[config.mk]
export PLATFORM = sky130hd
export DESIGN_NAME = rr_index_arbiter
export DESIGN_NICKNAME = d
export VERILOG_FILES = /design/src/rtl/rr_index_arbiter.sv
export SDC_FILE = /design/constraint.sdc
export NUM_CORES = 1
export LEC_CHECK = 0
export ABC_CLOCK_PERIOD_IN_PS = 4500
export BUFFER_PORTS_ARGS = -buffer_cell sky130_fd_sc_hd__buf_2
export CORE_MARGIN = 2
export CORE_UTILIZATION = 50
export CTS_CLUSTER_DIAMETER = 120
export CTS_CLUSTER_SIZE = 12
export DETAILED_ROUTE_END_ITERATION = 16
export PLACE_DENSITY = 0.68
export SYNTH_ARGS = -nofsm -noshare
export SYNTH_HDL_FRONTEND = slang
export SYNTH_SLANG_ARGS = --single-unit
[constraint.sdc]
create_clock -name clk -period 4.5 [get_ports clk]
set_input_delay 0.675 -clock clk [delete_from_list [all_inputs] [get_ports clk]]
set_output_delay 0.675 -clock clk [all_outputs]
set_load 0.01 [all_outputs]
[src/rtl/rr_index_arbiter.sv]
// rtl/rr_index_arbiter.sv - round-robin arbiter emitting a binary grant index with valid/ready handshake
// Optional ARB_LOCK_EN adds a 'lock' input that re-grants the current holder while it keeps requesting.
module rr_index_arbiter #(
    parameter int N = 3
) (
    input  logic              clk,
    input  logic              rst,
    input  logic [2**N-1:0]   req,
    input  logic              gnt_ready,
`ifdef ARB_LOCK_EN
    input  logic              lock,
`endif
    output logic              gnt_valid,
    output logic [N-1:0]      gnt_idx,
    output logic              busy
);

    localparam int W = 2**N;
    localparam logic [N-1:0] ONE = 1;

    typedef enum logic {IDLE, GRANT} state_t;

    state_t       state;
    logic [N-1:0] ptr;
    logic [N-1:0] next_base;
    logic [N-1:0] win_ptr;
    logic [N-1:0] win_next;
    logic         any_req;
    logic         hold;

    // First set bit scanning upward from base, wrapping in N-bit index space.
    function automatic logic [N-1:0] winner(input logic [W-1:0] r, input logic [N-1:0] base);
        logic [N-1:0] idx;
        logic [N-1:0] w;
        logic         found;
        idx   = base;
        w     = '0;
        found = 1'b0;
        for (int k = 0; k < W; k++) begin
            if (!found && r[idx]) begin
                w     = idx;
                found = 1'b1;
            end
            idx = idx + ONE;
        end
        return w;
    endfunction

    assign any_req   = |req;
    assign next_base = gnt_idx + ONE;
    assign win_ptr   = winner(req, ptr);
    assign win_next  = winner(req, next_base);

`ifdef ARB_LOCK_EN
    assign hold = lock & req[gnt_idx];
`else
    assign hold = 1'b0;
`endif

    always_ff @(posedge clk or posedge rst) begin
        if (rst) begin
            state     <= IDLE;
            gnt_valid <= 1'b0;
            gnt_idx   <= '0;
            busy      <= 1'b0;
            ptr       <= '0;
        end else begin
            case (state)
                IDLE: begin
                    if (any_req) begin
                        gnt_idx   <= win_ptr;
                        state     <= GRANT;
                        gnt_valid <= 1'b1;
                        busy      <= 1'b1;
                    end
                end
                GRANT: begin
                    // gnt_idx stays frozen until the consumer takes it
                    if (gnt_ready && !hold) begin
                        ptr <= next_base;
                        if (any_req) begin
                            gnt_idx <= win_next;
                        end else begin
                            state     <= IDLE;
                            gnt_valid <= 1'b0;
                            busy      <= 1'b0;
                        end
                    end
                end
                default: begin
                    state     <= IDLE;
                    gnt_valid <= 1'b0;
                    busy      <= 1'b0;
                end
            endcase
        end
    end

endmodule

* Yosys cells after proc, flatten, opt, wreduce, memory -nomap -nowiden
Index checks and enable logic that the tools add are counted.
** Storage, ports and cells
- Register bits :: 8
- Output and inout bits :: 5
** Cells by class
- Reductions and logical operators :: 32
- Add/subtract/negate cells :: 15
- Bitwise logic cells :: 1
- Muxes and demuxes :: 73
- Equal/unequal tests :: 4
- Order comparisons :: 16
** Operators with widths (count)
- 3-bit by 4-bit < comparator with 1-bit output (second input constant) :: 16
- 3-bit two-way mux :: 19
- 1-bit binary-select mux with 3-bit select :: 16
- 3-bit by 1-bit adder with 3-bit output (second input constant) :: 15
- 1-bit two-way mux :: 35
- 1-bit logical AND :: 14
- 1-bit zero test :: 14
- 8-bit OR reduction :: 1
- 2-bit != test (second input constant) :: 3
- 3-bit one-hot mux with 2 select lines :: 1
- 3-bit AND reduction :: 2
- 1-bit one-hot mux with 2 select lines :: 2
- 2-bit by 1-bit != test with 1-bit output (second input constant) :: 1
- 2-bit AND reduction :: 1
- 1-bit inverter :: 1

* Logic depth before layout (Yosys ltp)
- Depth in word-level cells :: 28
- Depth in mapped cells :: 13
- Mapped depth without buffers :: 10

* Worst setup path after synthesis
OpenSTA, ideal clock, no wires.
- Path type :: reg2reg
- Start point :: register gnt_idx[0]
- End point :: register gnt_idx[2]
- Setup slack :: 1.020 ns
- Clock period less this slack :: 3.480 ns
- Cell stages (with the launch flop) :: 14
- Data arrival time :: 3.360 ns
- Cell sequence :: dfrtp_1 buf_2 buf_2 inv_1 ha_1 buf_2 mux4_2 nor4_1 or4_4 and4_1 nand3_1 a21oi_1 a211o_2 a31o_1
** On the way
- Word-level cells in the longest chain between the ends :: 28
- Elaborated cells between the ends (all ways) :: 56
- Those cells by class :: add/sub: 8; mux: 34; reduce/logical: 14
** RTL lines
- start, declared :: RTL line 14 : output logic [N-1:0] gnt_idx,
- start signal, assigned :: RTL line 71 : gnt_idx <= win_ptr;
- start signal, assigned :: RTL line 82 : gnt_idx <= win_next;
- 3-bit by 1-bit adder with 3-bit output (*) :: RTL line 50 : assign next_base = gnt_idx + ONE;
- named net next_base[0] :: RTL line 25 : logic [N-1:0] next_base;
- branches (longest 23 deep; another with 3-bit by 1-bit adder with 3-bit output)
- 3-bit two-way mux (*) :: RTL line 40 : if (!found && r[idx]) begin
- 3-bit two-way mux (*) :: RTL line 81 : if (any_req) begin
- 3-bit two-way mux (*) :: RTL line 79 : if (gnt_ready && !hold) begin
- 3-bit one-hot mux with 2 select lines (*) :: RTL line 68 : case (state)
Mark *: on every way through the listed nets, which the timed path passes. The select of a mux whose other input is x is not followed.
A chain may end at the register's enable or synchronous reset.

* Worst setup path after layout
- Start point :: register ptr[1]
- End point :: register gnt_idx[2]
** On the way
- Word-level cells in the longest chain between the ends :: 26
- Elaborated cells between the ends (all ways) :: 54
- Those cells by class :: add/sub: 7; mux: 33; reduce/logical: 14
** RTL lines
- start, declared :: RTL line 24 : logic [N-1:0] ptr;
- start signal, assigned :: RTL line 80 : ptr <= next_base;
- branches (longest 23 deep; another with 3-bit by 1-bit adder with 3-bit output)
- 3-bit two-way mux (*) :: RTL line 40
- 3-bit two-way mux (*) :: RTL line 70 : if (any_req) begin
- 3-bit one-hot mux with 2 select lines (*) :: RTL line 68
Mark *: on every way between the ends. The select of a mux whose other input is x is not followed.

==> metrics.txt <==
die footprint 0.00499 mm²; CTS tree built; Max Slew Vio Count 0; Worst Reg2Reg Path Length in Cells 9; Synth top area share 0.172; Detail Placement HPWL 4010 µm; GP Congestion 0.893; clk slew on worst S/H paths 0.04 ns; vias per cell 6.44; synthesized instance count 242; GRT Util Overall 0.221; Top FF cell, synth dfrtp_1; TritonRoute pass-1 iters 4; wire per inst 18.2 µm; initial antenna violation count 0; EDFF count, synth 0; Syn Area/Cell 9.17 µm²; Congestion Overflow GR 0; Die Height 70.6 µm; CTS max path bufs 2; vias 1907; share of layout cells above drive strength 1 0.246; final hold violation count 0; Setup TNS Final 0 ns; CP cell instances inv_1 -> ha_1 -> mux4_1 -> mux2i_1 -> mux2i_1 -> a221oi_2 -> a211oi_1 -> or3_1 -> a31o_1; Seq cells post-synth 8; Crit Reg-Reg Endpoint gnt_idx[2]; fin nets 267; I/O pins 16; CTS sink count 8; DR DRC count 0; Max FO, Critical Path 13; max_cap viols 0; Clock Latency Late Sink 0.22 ns; area of the core 0.00432 mm²; postcts setup bufs 0; n_diodes 0; relative slew slack 0.575; root buf cell clkbuf_8; post-synthesis cell type count 57; Synth Cell Area 0.00222 mm²; largest net degree at the start of global routing 19; CP delay by family, top multiplexers; top cells by area, synth mux4_2, mux2i_1, dfrtp_1; syn_nets 263; CP bufs+invs 1; Seq/Total Area, Yosys 0.0902; Antenna Nets Post-Route 0; Worst Path Required 4.61 ns; hold_buf cts 0; RSZ-0062 raised after global routing false; slowest cell on the critical path mux4_1; Peak Freq 278 MHz; number of global-route vias before repair 1767; Synth warnings 0; WL final 5380 µm; CTS H-tree depth 1; CTS Buf Count 3; crit path kind reg2reg; Worst Clk Skew 0.00382 ns; flop-to-flop setup slack 0.90 ns; Critical R2R Launch ptr[1]; Async S/R FF share, synth 1.00; CTS resizes 0; CP arrival 3.71 ns; Fillers 415; critical path's largest stage delay 0.69 ns; Worst Hold Class in2async; final worst path period share 0.799; FP Rows 24; first-pass GRT wire length 8860 µm; Starting Density 0.513; Area Overhead vs Synth 3.55%; I/O Buffers 15; worst slew pin tran 0.632 ns; Iter 0 DRT Violations 145; Crit path top cell by count mux2i_1; CP Launch Type flip-flop; Tmin final 3.60 ns; outcome finished, final reports clean; Crit. End Element flip-flop; # setup viols final 0; Chip Width 70.6 µm; leading area contributor after synthesis mux4_2
cell families (layout without fill, tap and decap cells):
logic type | after synthesis | in the layout | share of synthesized area
xor gates and xnor gates | 17 | 17 | 0.0958
adders and majority gates | 10 | 10 | 0.0564
buffers and inverters | 30 | 32 | 0.0733
muxes | 51 | 51 | 0.347
AOI/OAI and AO/OA | 52 | 52 | 0.155
and+or+nand+nor | 74 | 74 | 0.183
DFF | 8 | 8 | 0.0902
placed cells by master, fill, tap and decap left out, types with 4 or more instances in the layout:
| cell | Yosys | layout |
|---|---|---|
| mux4_2 | 17 | 17 |
| nand3_1 | 8 | 8 |
| ha_1 | 10 | 10 |
| dfrtp_1 | 8 | 8 |
| nor4b_1 | 4 | 4 |
| nor3_1 | 5 | 5 |
| mux2_2 | 11 | 11 |
| inv_1 | 11 | 11 |
| a21oi_1 | 10 | 10 |
| xnor2_1 | 10 | 10 |
| mux2i_1 | 21 | 21 |
| nor2_1 | 8 | 8 |
| buf_2 | 4 | 15 |
| nand4_1 | 4 | 4 |
| o21ai_0 | 15 | 15 |
| nand2_1 | 25 | 25 |
worst reg2reg max path, cell delays in order, from the launching register on:
cell and delay, ns:
dfrtp_1 0.48, inv_1 0.15, ha_1 0.68, mux4_1 0.69, mux2i_1 0.38, mux2i_1 0.17, a221oi_2 0.29, a211oi_1 0.09
or3_1 0.37, a31o_1 0.21
how the worst max path moves through the flow:
stage                           from    endpoint  depth (start not counted)
after floorplan           gnt_idx[0]  gnt_idx[2]                         13
after global placement        ptr[1]  gnt_idx[2]                          9
after detailed placement      ptr[1]  gnt_idx[2]                          9
after CTS                     ptr[1]  gnt_idx[2]                          9
after global routing          ptr[1]  gnt_idx[2]                         10
final                         ptr[1]  gnt_idx[2]                          9
metal layers:
metal,routed length [µm],vias to the layer above,track usage
met1,2450,925,0.307
met2,2710,48,0.382
met3,166,4,0.0185
met5,0,-,0
li1,-,930,-
met4,50,0,0.0461
through the flow:
| step | hold slack [ns] | std cells | utilization | instance area (µm²) | worst slack, ns |
|---|---|---|---|---|---|
| 6_report | 0.382 | 296 | 0.532 | 2300 | 0.903 |
| 5_1_grt | 0.422 | 296 | 0.532 | 2300 | 0.608 |
| 4_1_cts | 0.394 | 296 | 0.532 | 2300 | 0.915 |
| 3_5_place_dp | 0.506 | 293 | 0.522 | 2260 | 0.931 |
| 3_3_place_gp | 0.506 | 293 | 0.522 | 2260 | 1.00 |
| 2_1_floorplan | 0.491 | 242 | - | 2220 | 1.02 |
flip-flops by register name, summed over array words and instances, names as in the netlist:
register	count
gnt_idx	3
busy	1
ptr	3
state	1
cell type report:
cell class / instances / area [µm²] / share of cell area
multi-input combinational: 204 / 1860 / 0.808
sequential: 8 / 200 / 0.0871
clock buffer: 3 / 41.3 / 0.0180
tap: 52 / 65.1 / 0.0283
timing repair buffer: 17 / 90.1 / 0.0392
inverter: 12 / 45.0 / 0.0196
synthesized netlist by cell type, types with 5 or more instances:
cell type / number
nor3_1: 5
ha_1: 10
a21oi_1: 10
nor2_1: 8
nand3_1: 8
mux2i_1: 21
dfrtp_1: 8
clkbuf_1: 8
mux4_2: 17
nand2_1: 25
inv_1: 11
xnor2_1: 10
mux2_2: 11
o21ai_0: 15
Power is left out: the tool's default activity adds up to more than one toggle a clock period on the data nets, which glitch-free logic cannot reach.
